==> config.mk <==
export PLATFORM = sky130hd
export DESIGN_NAME = mme_tile_sequencer
export DESIGN_NICKNAME = d
export VERILOG_FILES = /design/src/rtl/mme_tile_sequencer.sv
export SDC_FILE = /design/constraint.sdc
export NUM_CORES = 1
export LEC_CHECK = 0
export CORE_MARGIN = 8
export CORE_UTILIZATION = 53
export DETAILED_ROUTE_END_ITERATION = 8
export PLACE_DENSITY = 0.87
export SLEW_MARGIN = 25
export SYNTH_ARGS = -nofsm -noshare
export SYNTH_HDL_FRONTEND = slang
export SYNTH_SLANG_ARGS = --single-unit
export TNS_END_PERCENT = 100
==> constraint.sdc <==
create_clock -name clk -period 10.24 [get_ports clk]
set_input_delay 1.024 -clock clk [delete_from_list [all_inputs] [get_ports clk]]
set_output_delay 1.024 -clock clk [all_outputs]
set_load 0.01 [all_outputs]
==> src/rtl/mme_tile_sequencer.sv <==
// ---------------------------------------------------------------------------
// mme_tile_sequencer
//
// Splits C = A x B (A is MxK, B is KxN, C is MxN, all row-major) into
// SA_WIDTH x SA_WIDTH tiles and issues one tile command at a time to the
// DMA/MM datapath. The K loop runs innermost, so each output tile is built by
// KT consecutive commands: the first clears the accumulators (and optionally
// loads the existing C), the last writes the C tile back.
//
// Ports
//   clk, rst                 clock, asynchronous active-high reset
//   start_i                  job start pulse, honoured only when idle
//   m_dim_i/k_dim_i/n_dim_i  matrix dimensions in elements
//   a_addr_i/b_addr_i/c_addr_i  matrix base byte addresses
//   c_accum_i                accumulate into the existing C
//   tile_req_o / tile_ack_i  tile command valid / accepted
//   tile_a/b/c_addr_o        tile start byte addresses
//   tile_first_k_o           first K-step of an output tile
//   tile_load_c_o            first K-step with accumulate enabled
//   tile_last_k_o            last K-step of an output tile
//   tile_done_i              accepted tile has completed (pulse)
//   busy_o                   job in progress
//   done_o / err_o           sticky completion / illegal-shape flags
//   tile_cnt_o               completed tiles in the current job
// ---------------------------------------------------------------------------
module mme_tile_sequencer #(
    parameter int SA_WIDTH = 4,
    parameter int DW       = 32,
    parameter int DIM_W    = 8,
    parameter int AW       = 32
) (
    input  logic             clk,
    input  logic             rst,
    input  logic             start_i,
    input  logic [DIM_W-1:0] m_dim_i,
    input  logic [DIM_W-1:0] k_dim_i,
    input  logic [DIM_W-1:0] n_dim_i,
    input  logic [AW-1:0]    a_addr_i,
    input  logic [AW-1:0]    b_addr_i,
    input  logic [AW-1:0]    c_addr_i,
    input  logic             c_accum_i,
    output logic             tile_req_o,
    input  logic             tile_ack_i,
    output logic [AW-1:0]    tile_a_addr_o,
    output logic [AW-1:0]    tile_b_addr_o,
    output logic [AW-1:0]    tile_c_addr_o,
    output logic             tile_first_k_o,
    output logic             tile_load_c_o,
    output logic             tile_last_k_o,
    input  logic             tile_done_i,
    output logic             busy_o,
    output logic             done_o,
    output logic             err_o,
    output logic [31:0]      tile_cnt_o
);

    typedef enum logic [2:0] {
        S_IDLE,
        S_CHECK,
        S_ADDR,
        S_ISSUE,
        S_WAIT
    } state_e;

    localparam int               SA_LOG     = $clog2(SA_WIDTH);
    localparam logic [DIM_W-1:0] SA_MASK    = DIM_W'(SA_WIDTH - 1);
    localparam logic [AW-1:0]    SA_AW      = AW'(SA_WIDTH);
    localparam logic [AW-1:0]    ELEM_BYTES = AW'(DW / 8);

    state_e state_q, state_d;

    // Job configuration, captured at start so the inputs may change mid-job.
    logic [DIM_W-1:0] m_q, m_d, k_q, k_d, n_q, n_d;
    logic [AW-1:0]    a_base_q, a_base_d, b_base_q, b_base_d, c_base_q, c_base_d;
    logic             accum_q, accum_d;

    // Tile indices: row of C, column of C, K-step.
    logic [DIM_W-1:0] ti_q, ti_d, tj_q, tj_d, tk_q, tk_d;

    // Registered tile command fields.
    logic [AW-1:0]    tile_a_q, tile_a_d, tile_b_q, tile_b_d, tile_c_q, tile_c_d;
    logic             first_k_q, first_k_d, last_k_q, last_k_d, load_c_q, load_c_d;

    logic             done_q, done_d, err_q, err_d;
    logic [31:0]      cnt_q, cnt_d;

    logic [DIM_W-1:0] mt, kt, nt;
    logic             ti_last, tj_last, tk_last;

    // A dimension is unusable if it is zero or not a whole number of tiles.
    function automatic logic dim_bad(input logic [DIM_W-1:0] d);
        return (d == '0) || ((d & SA_MASK) != '0);
    endfunction

    // base + (row_tile*SA*stride + col_tile*SA) * bytes_per_element, mod 2^AW.
    function automatic logic [AW-1:0] tile_addr(input logic [AW-1:0]    base,
                                                input logic [DIM_W-1:0] row_tile,
                                                input logic [DIM_W-1:0] stride,
                                                input logic [DIM_W-1:0] col_tile);
        logic [AW-1:0] elems;
        elems = AW'(row_tile) * SA_AW * AW'(stride) + AW'(col_tile) * SA_AW;
        return base + elems * ELEM_BYTES;
    endfunction

    assign mt      = m_q >> SA_LOG;
    assign kt      = k_q >> SA_LOG;
    assign nt      = n_q >> SA_LOG;
    assign ti_last = (ti_q == mt - DIM_W'(1));
    assign tj_last = (tj_q == nt - DIM_W'(1));
    assign tk_last = (tk_q == kt - DIM_W'(1));

    always_comb begin
        // NOTE: every next-state value defaults to its current value first,
        // so no branch below can leave a signal unassigned and infer a latch.
        state_d   = state_q;
        m_d       = m_q;
        k_d       = k_q;
        n_d       = n_q;
        a_base_d  = a_base_q;
        b_base_d  = b_base_q;
        c_base_d  = c_base_q;
        accum_d   = accum_q;
        ti_d      = ti_q;
        tj_d      = tj_q;
        tk_d      = tk_q;
        tile_a_d  = tile_a_q;
        tile_b_d  = tile_b_q;
        tile_c_d  = tile_c_q;
        first_k_d = first_k_q;
        last_k_d  = last_k_q;
        load_c_d  = load_c_q;
        done_d    = done_q;
        err_d     = err_q;
        cnt_d     = cnt_q;

        case (state_q)
            S_IDLE: begin
                if (start_i) begin
                    m_d      = m_dim_i;
                    k_d      = k_dim_i;
                    n_d      = n_dim_i;
                    a_base_d = a_addr_i;
                    b_base_d = b_addr_i;
                    c_base_d = c_addr_i;
                    accum_d  = c_accum_i;
                    done_d   = 1'b0;
                    err_d    = 1'b0;
                    cnt_d    = '0;
                    state_d  = S_CHECK;
                end
            end

            S_CHECK: begin
                if (dim_bad(m_q) || dim_bad(k_q) || dim_bad(n_q)) begin
                    err_d   = 1'b1;
                    done_d  = 1'b1;
                    state_d = S_IDLE;
                end else begin
                    ti_d    = '0;
                    tj_d    = '0;
                    tk_d    = '0;
                    state_d = S_ADDR;
                end
            end

            S_ADDR: begin
                tile_a_d  = tile_addr(a_base_q, ti_q, k_q, tk_q);
                tile_b_d  = tile_addr(b_base_q, tk_q, n_q, tj_q);
                tile_c_d  = tile_addr(c_base_q, ti_q, n_q, tj_q);
                first_k_d = (tk_q == '0);
                last_k_d  = tk_last;
                load_c_d  = (tk_q == '0) && accum_q;
                state_d   = S_ISSUE;
            end

            S_ISSUE: begin
                if (tile_ack_i) begin
                    state_d = S_WAIT;
                end
            end

            S_WAIT: begin
                if (tile_done_i) begin
                    cnt_d   = cnt_q + 32'd1;
                    state_d = S_ADDR;
                    // K-step advances fastest, then the C column, then the C row.
                    if (!tk_last) begin
                        tk_d = tk_q + DIM_W'(1);
                    end else begin
                        tk_d = '0;
                        if (!tj_last) begin
                            tj_d = tj_q + DIM_W'(1);
                        end else begin
                            tj_d = '0;
                            if (!ti_last) begin
                                ti_d = ti_q + DIM_W'(1);
                            end else begin
                                ti_d    = '0;
                                done_d  = 1'b1;
                                state_d = S_IDLE;
                            end
                        end
                    end
                end
            end

            default: state_d = S_IDLE;
        endcase
    end

    // NOTE: all state is updated with non-blocking assignments so every
    // register samples the pre-edge values of the others. Every register is
    // reset because reset must drive every output (including addresses) to 0.
    always_ff @(posedge clk or posedge rst) begin
        if (rst) begin
            state_q   <= S_IDLE;
            m_q       <= '0;
            k_q       <= '0;
            n_q       <= '0;
            a_base_q  <= '0;
            b_base_q  <= '0;
            c_base_q  <= '0;
            accum_q   <= 1'b0;
            ti_q      <= '0;
            tj_q      <= '0;
            tk_q      <= '0;
            tile_a_q  <= '0;
            tile_b_q  <= '0;
            tile_c_q  <= '0;
            first_k_q <= 1'b0;
            last_k_q  <= 1'b0;
            load_c_q  <= 1'b0;
            done_q    <= 1'b0;
            err_q     <= 1'b0;
            cnt_q     <= '0;
        end else begin
            state_q   <= state_d;
            m_q       <= m_d;
            k_q       <= k_d;
            n_q       <= n_d;
            a_base_q  <= a_base_d;
            b_base_q  <= b_base_d;
            c_base_q  <= c_base_d;
            accum_q   <= accum_d;
            ti_q      <= ti_d;
            tj_q      <= tj_d;
            tk_q      <= tk_d;
            tile_a_q  <= tile_a_d;
            tile_b_q  <= tile_b_d;
            tile_c_q  <= tile_c_d;
            first_k_q <= first_k_d;
            last_k_q  <= last_k_d;
            load_c_q  <= load_c_d;
            done_q    <= done_d;
            err_q     <= err_d;
            cnt_q     <= cnt_d;
        end
    end

    assign tile_req_o     = (state_q == S_ISSUE);
    assign busy_o         = (state_q != S_IDLE);
    assign tile_a_addr_o  = tile_a_q;
    assign tile_b_addr_o  = tile_b_q;
    assign tile_c_addr_o  = tile_c_q;
    assign tile_first_k_o = first_k_q;
    assign tile_last_k_o  = last_k_q;
    assign tile_load_c_o  = load_c_q;
    assign done_o         = done_q;
    assign err_o          = err_q;
    assign tile_cnt_o     = cnt_q;

endmodule

== After elaboration in Yosys (flattened, before gate mapping) ==
Cells that the tools add are included.

* Add/sub/neg operators: 13
* $mul: 3
* Eq/ne operators: 15
* Mux-type cells: 32
* Reduce and logical (&&, ||, !) cells: 27

{| class="wikitable"
|+ Operator list
! operator !! count
|-
| 32-bit by 21-bit adder with 32-bit output || 3
|-
| 8-bit 2-to-1 mux || 10
|-
| 32-bit 2-to-1 mux || 2
|-
| 32-bit case mux with 2 select lines || 1
|-
| 18-bit by 10-bit adder with 19-bit output || 3
|-
| 8-bit by 8-bit multiplier with 16-bit output || 3
|-
| 8-bit case mux with 2 select lines || 3
|-
| 32-bit by 1-bit adder with 32-bit output, second input constant || 1
|-
| 8-bit logical NOT || 4
|-
| 8-bit by 1-bit adder with 8-bit output, second input constant || 3
|-
| 8-bit equality test || 3
|-
| 8-bit nonzero test || 3
|-
| 6-bit by 1-bit subtractor with 7-bit output, second input constant || 3
|-
| 3-bit case mux with 5 select lines || 1
|-
| 2-bit != test, second input constant || 7
|-
| 3-bit AND reduction || 4
|-
| 3-bit 2-to-1 mux || 3
|-
| 2-bit 2-to-1 mux || 4
|-
| 7-bit AND reduction || 1
|-
| 3-bit by 2-bit equality test with 1-bit output, second input constant || 2
|-
| 1-bit 2-to-1 mux || 6
|-
| 2-bit nonzero test || 3
|-
| 3-bit nonzero test || 2
|-
| 1-bit logical OR || 5
|-
| other kinds (10) || 10
|}

* Bits in registers: 281
* Output and inout bits: 135

== Longest topological paths before layout ==
* Word-level depth: 7
* Gate-level depth with buffers: 30
* Gate-level depth less buffers: 28

== Worst setup path after synthesis ==
OpenSTA, ideal clock, no wires.

* Kind: reg-to-reg
* From: reg ti_q[0]
* To: reg tile_a_q[25], in the netlist tile_a_addr_o[25]
* Setup time: 133 ps
* Arrival: 6,609 ps
* Data required time: 10,107 ps
* Setup slack: 3,498 ps
* Stages on the path, launching flop included: 28
* Clock period less this slack: 6,742 ps
* Path through: dfrtp_1 clkbuf_1 clkbuf_1 nand2_1 fa_1 fa_1 inv_1 fa_1 inv_1 fa_1 inv_1 ha_1 nand2_1 a21boi_0 or4_1 o211ai_1 o311a_1 and2_1 a21oi_1 ha_1 and3_1 and3_1 nand3_1 nand2_1 a2111oi_0 nor3_1 xnor2_1 o21ai_0

* Longest elaborated chain between the ends: 3

{| class="wikitable"
|+ RTL lines
! item !! line !! source
|-
| start: declaration || 78 || <nowiki>logic [DIM_W-1:0] ti_q, ti_d, tj_q, tj_d, tk_q, tk_d;</nowiki>
|-
| start signal: assignment || 245 || <nowiki>ti_q <= ti_d;</nowiki>
|-
| 8-bit by 8-bit multiplier with 16-bit output || 101 || <nowiki>elems = AW'(row_tile) * SA_AW * AW'(stride) + AW'(col_tile) * SA_AW;</nowiki>
|-
| 18-bit by 10-bit adder with 19-bit output || 101 ||
|-
| 32-bit by 21-bit adder with 32-bit output || 102 || <nowiki>return base + elems * ELEM_BYTES;</nowiki>
|-
| end signal: assignment || 248 || <nowiki>tile_a_q <= tile_a_d;</nowiki>
|-
| end: declaration || 81 || <nowiki>logic [AW-1:0] tile_a_q, tile_a_d, tile_b_q, tile_b_d, tile_c_q, tile_c_d;</nowiki>
|}

No other way between the ends.
A chain may end at the register's enable or synchronous reset.

== Worst setup path after layout ==
* From: reg ti_q[2]
* To: reg tile_a_q[25], in the netlist tile_a_addr_o[25]

The elaborated chain is that of the path after synthesis.

==> flow_summary.ini <==
[run_status]
status = complete, no violations

[floorplan]
start_util_pct = 53.6
io_pins = 261
dieArea_sq_mm = 0.0493
die_width_um = 222
placement_rows = 75
die_h_um = 222
coreArea_sq_mm = 0.0419

[setup_path]
cp_max_fo = 24
start_kind = flop
end_kind = flop
arrival_ns = 7.87
rr_worst_depth = 24
crit_type = flop to flop
crit_required_ns = 10.64
regToRegSetupSlack_ns = 2.77

[clock_network]
cts_resized = 0
clockRootBuffer = clkbuf_16
cts_tree = yes
clockBufferDepth = 3
clk_pin_slew_ns = 0.06
h-tree-depth = 2
clock_latency_ns = 0.56
cts_made_buffers = 35
cts_setup_buffers = 0
numClockSinks = 281
cts_hold_buf = 0

[timing]
finalSetupViolCount = 0
fin_ws_ns = 2.77
clock.fmax_mhz = 134
hold_violations = 0
fin_setup_tns_ns = 0
max_slew.worst_pin.slew_ns = 1.00
fin_skew_ns = 0.0226
slew_viol_final = 0
rsz0062_at_grt = false
final.min_clock_period_ns = 7.47
finalCritPeriodShare_pct = 72.9
slew_headroom_pct = 33.1

[logic_synthesis]
synth_common_cells = 583 x nand2_1, 281 x dfrtp_1, 197 x ha_1
synth_top_area_cell = dfrtp_1
syn-cell-area_sq_mm = 0.0225
async_flop_share_pct = 100
synthAdderAreaFrac_pct = 21.1
synth_cell_types = 73
yosys_warnings = 0
ys.flop_type = dfrtp_1
muxShareOfSynthArea_pct = 0.189
avgSynthCellArea_sq_um = 8.54
post-synth-top-count-cell = nand2_1
yosysSeqAreaShare_pct = 31.3
synth_area_leaders = dfrtp_1 31%, ha_1 11%, fa_1 10%, nand2_1 9.7%, and2_1 4.7%
synth_top_area_share_pct = 31.3
synth_top_family_by_area = simple AND/OR/NAND/NOR gates
synthSimpleGateAreaFrac_pct = 23.0
netlist_instances = 2633
synth-xor-area-share_pct = 7.13
synth-seq-cells = 281
synth_fp_nets = 3070
synth_compound_area_share_pct = 12.3
synth_edf_count = 0

[routing]
drc_errors = 0
ant_nets = 0
drtPass1Iterations = 5
drt-initial-drc-count = 1523
vias = 19300
routed_via_density = 5.69
post_drt_wl_per_cell_um = 17.8
wl_mm = 60.5

[pwr]
finalPower_mw = 5.29
peakVddDrop_mv = 0.150
p_switching_mw = 2.13
power_frac_seq_pct = 36.8
pwr-share-comb_pct = 38.9
clockPowerShare_pct = 24.3
power_leakage_nw = 13.3
p_int_mw = 3.16
powerDensity_mw_per_mm2 = 199
switching_share_pct = 40.3

[run]
maxCapViolations = 0

[finish]
final_area_sq_mm = 0.0266
final_core_util_pct = 63.5
drive_gt1_share_pct = 3.12
nets = 3267
fillCellCount = 3380
area_growth_pct = 18.4

[hold_path]
hold_path.class = flop to flop
worstHoldPathCells = 2

[grt]
grt_max_degree = 108
first_global_vias = 20000
track_usage_pct = 24.3
grt_pass1_wl_mm = 99.9
antenna_found_initial = 1
overflow = 0

[place]
dp_hpwl_mm = 45.5
placed_cell_area_sq_mm = 0.0254
gp_congestion = 0.912
dp_slack_ns = 2.86
port_buffers = 260
[worst paths after layout]
check | startpoint | endpoint
max | ti_q[2] | tile_a_addr_o[25]
min | a_base_q[3] | tile_a_addr_o[3]
max reg2reg | ti_q[2] | tile_a_addr_o[25]
min reg2reg | a_base_q[3] | tile_a_addr_o[3]
max in group asynchronous | rst | c_base_q[17]
min in group asynchronous | rst | tile_a_addr_o[2]
[power by group through the flow]
stage / sequential, mW / clock (mW) / combinational, mW
2_1_floorplan: 1.83 / 0 / 1.32
3_3_place_gp: 1.93 / 0 / 1.98
3_5_place_dp: 1.95 / 0 / 2.06
4_1_cts: 1.94 / 1.31 / 2.07
5_1_grt: 2.01 / 1.35 / 2.31
6_report: 1.95 / 1.29 / 2.06
[layout make-up]
type | instances | area, sq um | area share (%)
Antenna cell | 1 | 2.50 | 0.00940
Clock buffer | 46 | 957 | 3.59
Clock inverter | 16 | 234 | 0.879
Inverter | 193 | 732 | 2.75
Multi-Input combinational cell | 2051 | 14300 | 53.8
Sequential cell | 281 | 7030 | 26.4
Tap cell | 539 | 674 | 2.53
Timing Repair Buffer | 268 | 2670 | 10.0
[metrics by stage]
stage | instances | hold slack (ns)
5_1_grt | 3394 | 0.499
3_5_place_dp | 3332 | 0.450
3_3_place_gp | 3332 | 0.446
4_1_cts | 3394 | 0.462
2_1_floorplan | 2633 | 0.439
6_report | 3395 | 0.475
[layout by cell type (no fill, tap or decap), types with 8 or more instances in the layout]
master and instances:
a22o_1 8, clkbuf_16 35, ha_1 197, and2_1 169
clkdlybuf4s50_1 260, nand4_1 19, a31oi_1 14, nand2b_1 18
a211oi_1 18, or3_1 9, a21boi_0 8, or2_2 11
o21bai_1 17, and3_1 35, dfrtp_1 281, o21ai_0 164
a311oi_1 9, xor2_1 78, and4_1 10, nand3_1 53
o31ai_1 10, inv_1 192, nor2_1 117, nor2b_1 18
nor3_1 32, xnor2_1 105, a21o_1 32, fa_1 114
o21a_1 12, nand2_1 582, a21oi_1 99
[state kept, by name (all words and copies together) (netlist names), 8 cells and up]
signal and count:
a_base_q 32, b_base_q 32, c_base_q 32, tile_a_addr_o 32, tile_b_addr_o 32, tile_c_addr_o 32
tile_cnt_o 32, k_q 8, m_q 8, n_q 8, ti_q 8, tj_q 8
tk_q 8
[metal layers]
layer / GRT usage (%) / share of wire, % / routed length [um]
met5: 0 / 0 / 0
met4: 8.30 / 3.0 / 1830
met1: 30.1 / 42 / 25500
met3: 3.91 / 5.5 / 3330
met2: 42.6 / 49 / 29900
[critical path, cell delays in order (launching register included)]
cell and delay [ns]:
dfrtp_1 0.80, nand2_1 0.15, fa_1 0.51, fa_1 0.55, inv_1 0.06, fa_1 0.52
inv_1 0.06, fa_1 0.53, inv_1 0.04, ha_1 0.35, nand3_1 0.14, o211ai_1 0.10
o41ai_1 0.59, o21ai_0 0.24, o31a_1 0.29, xor2_1 0.32, nand4_1 0.16, xnor2_1 0.25
ha_1 0.33, a21oi_1 0.15, o21bai_1 0.08, a2111oi_0 0.68, nor3_1 0.16, xnor2_1 0.16
o21ai_0 0.09
[cell families (layout without fill, tap and decap cells)]
family,count (synthesis),count (layout)
DFF,281,281
xor gates and xnor gates,183,183
other,0,1
adders and majority gates,311,311
and+or+nand+nor,1108,1108
buffers and inverters,301,523
muxes,4,4
AOI/OAI and AO/OA,445,445
No activity file was read; power rests on OpenSTA's default activity.
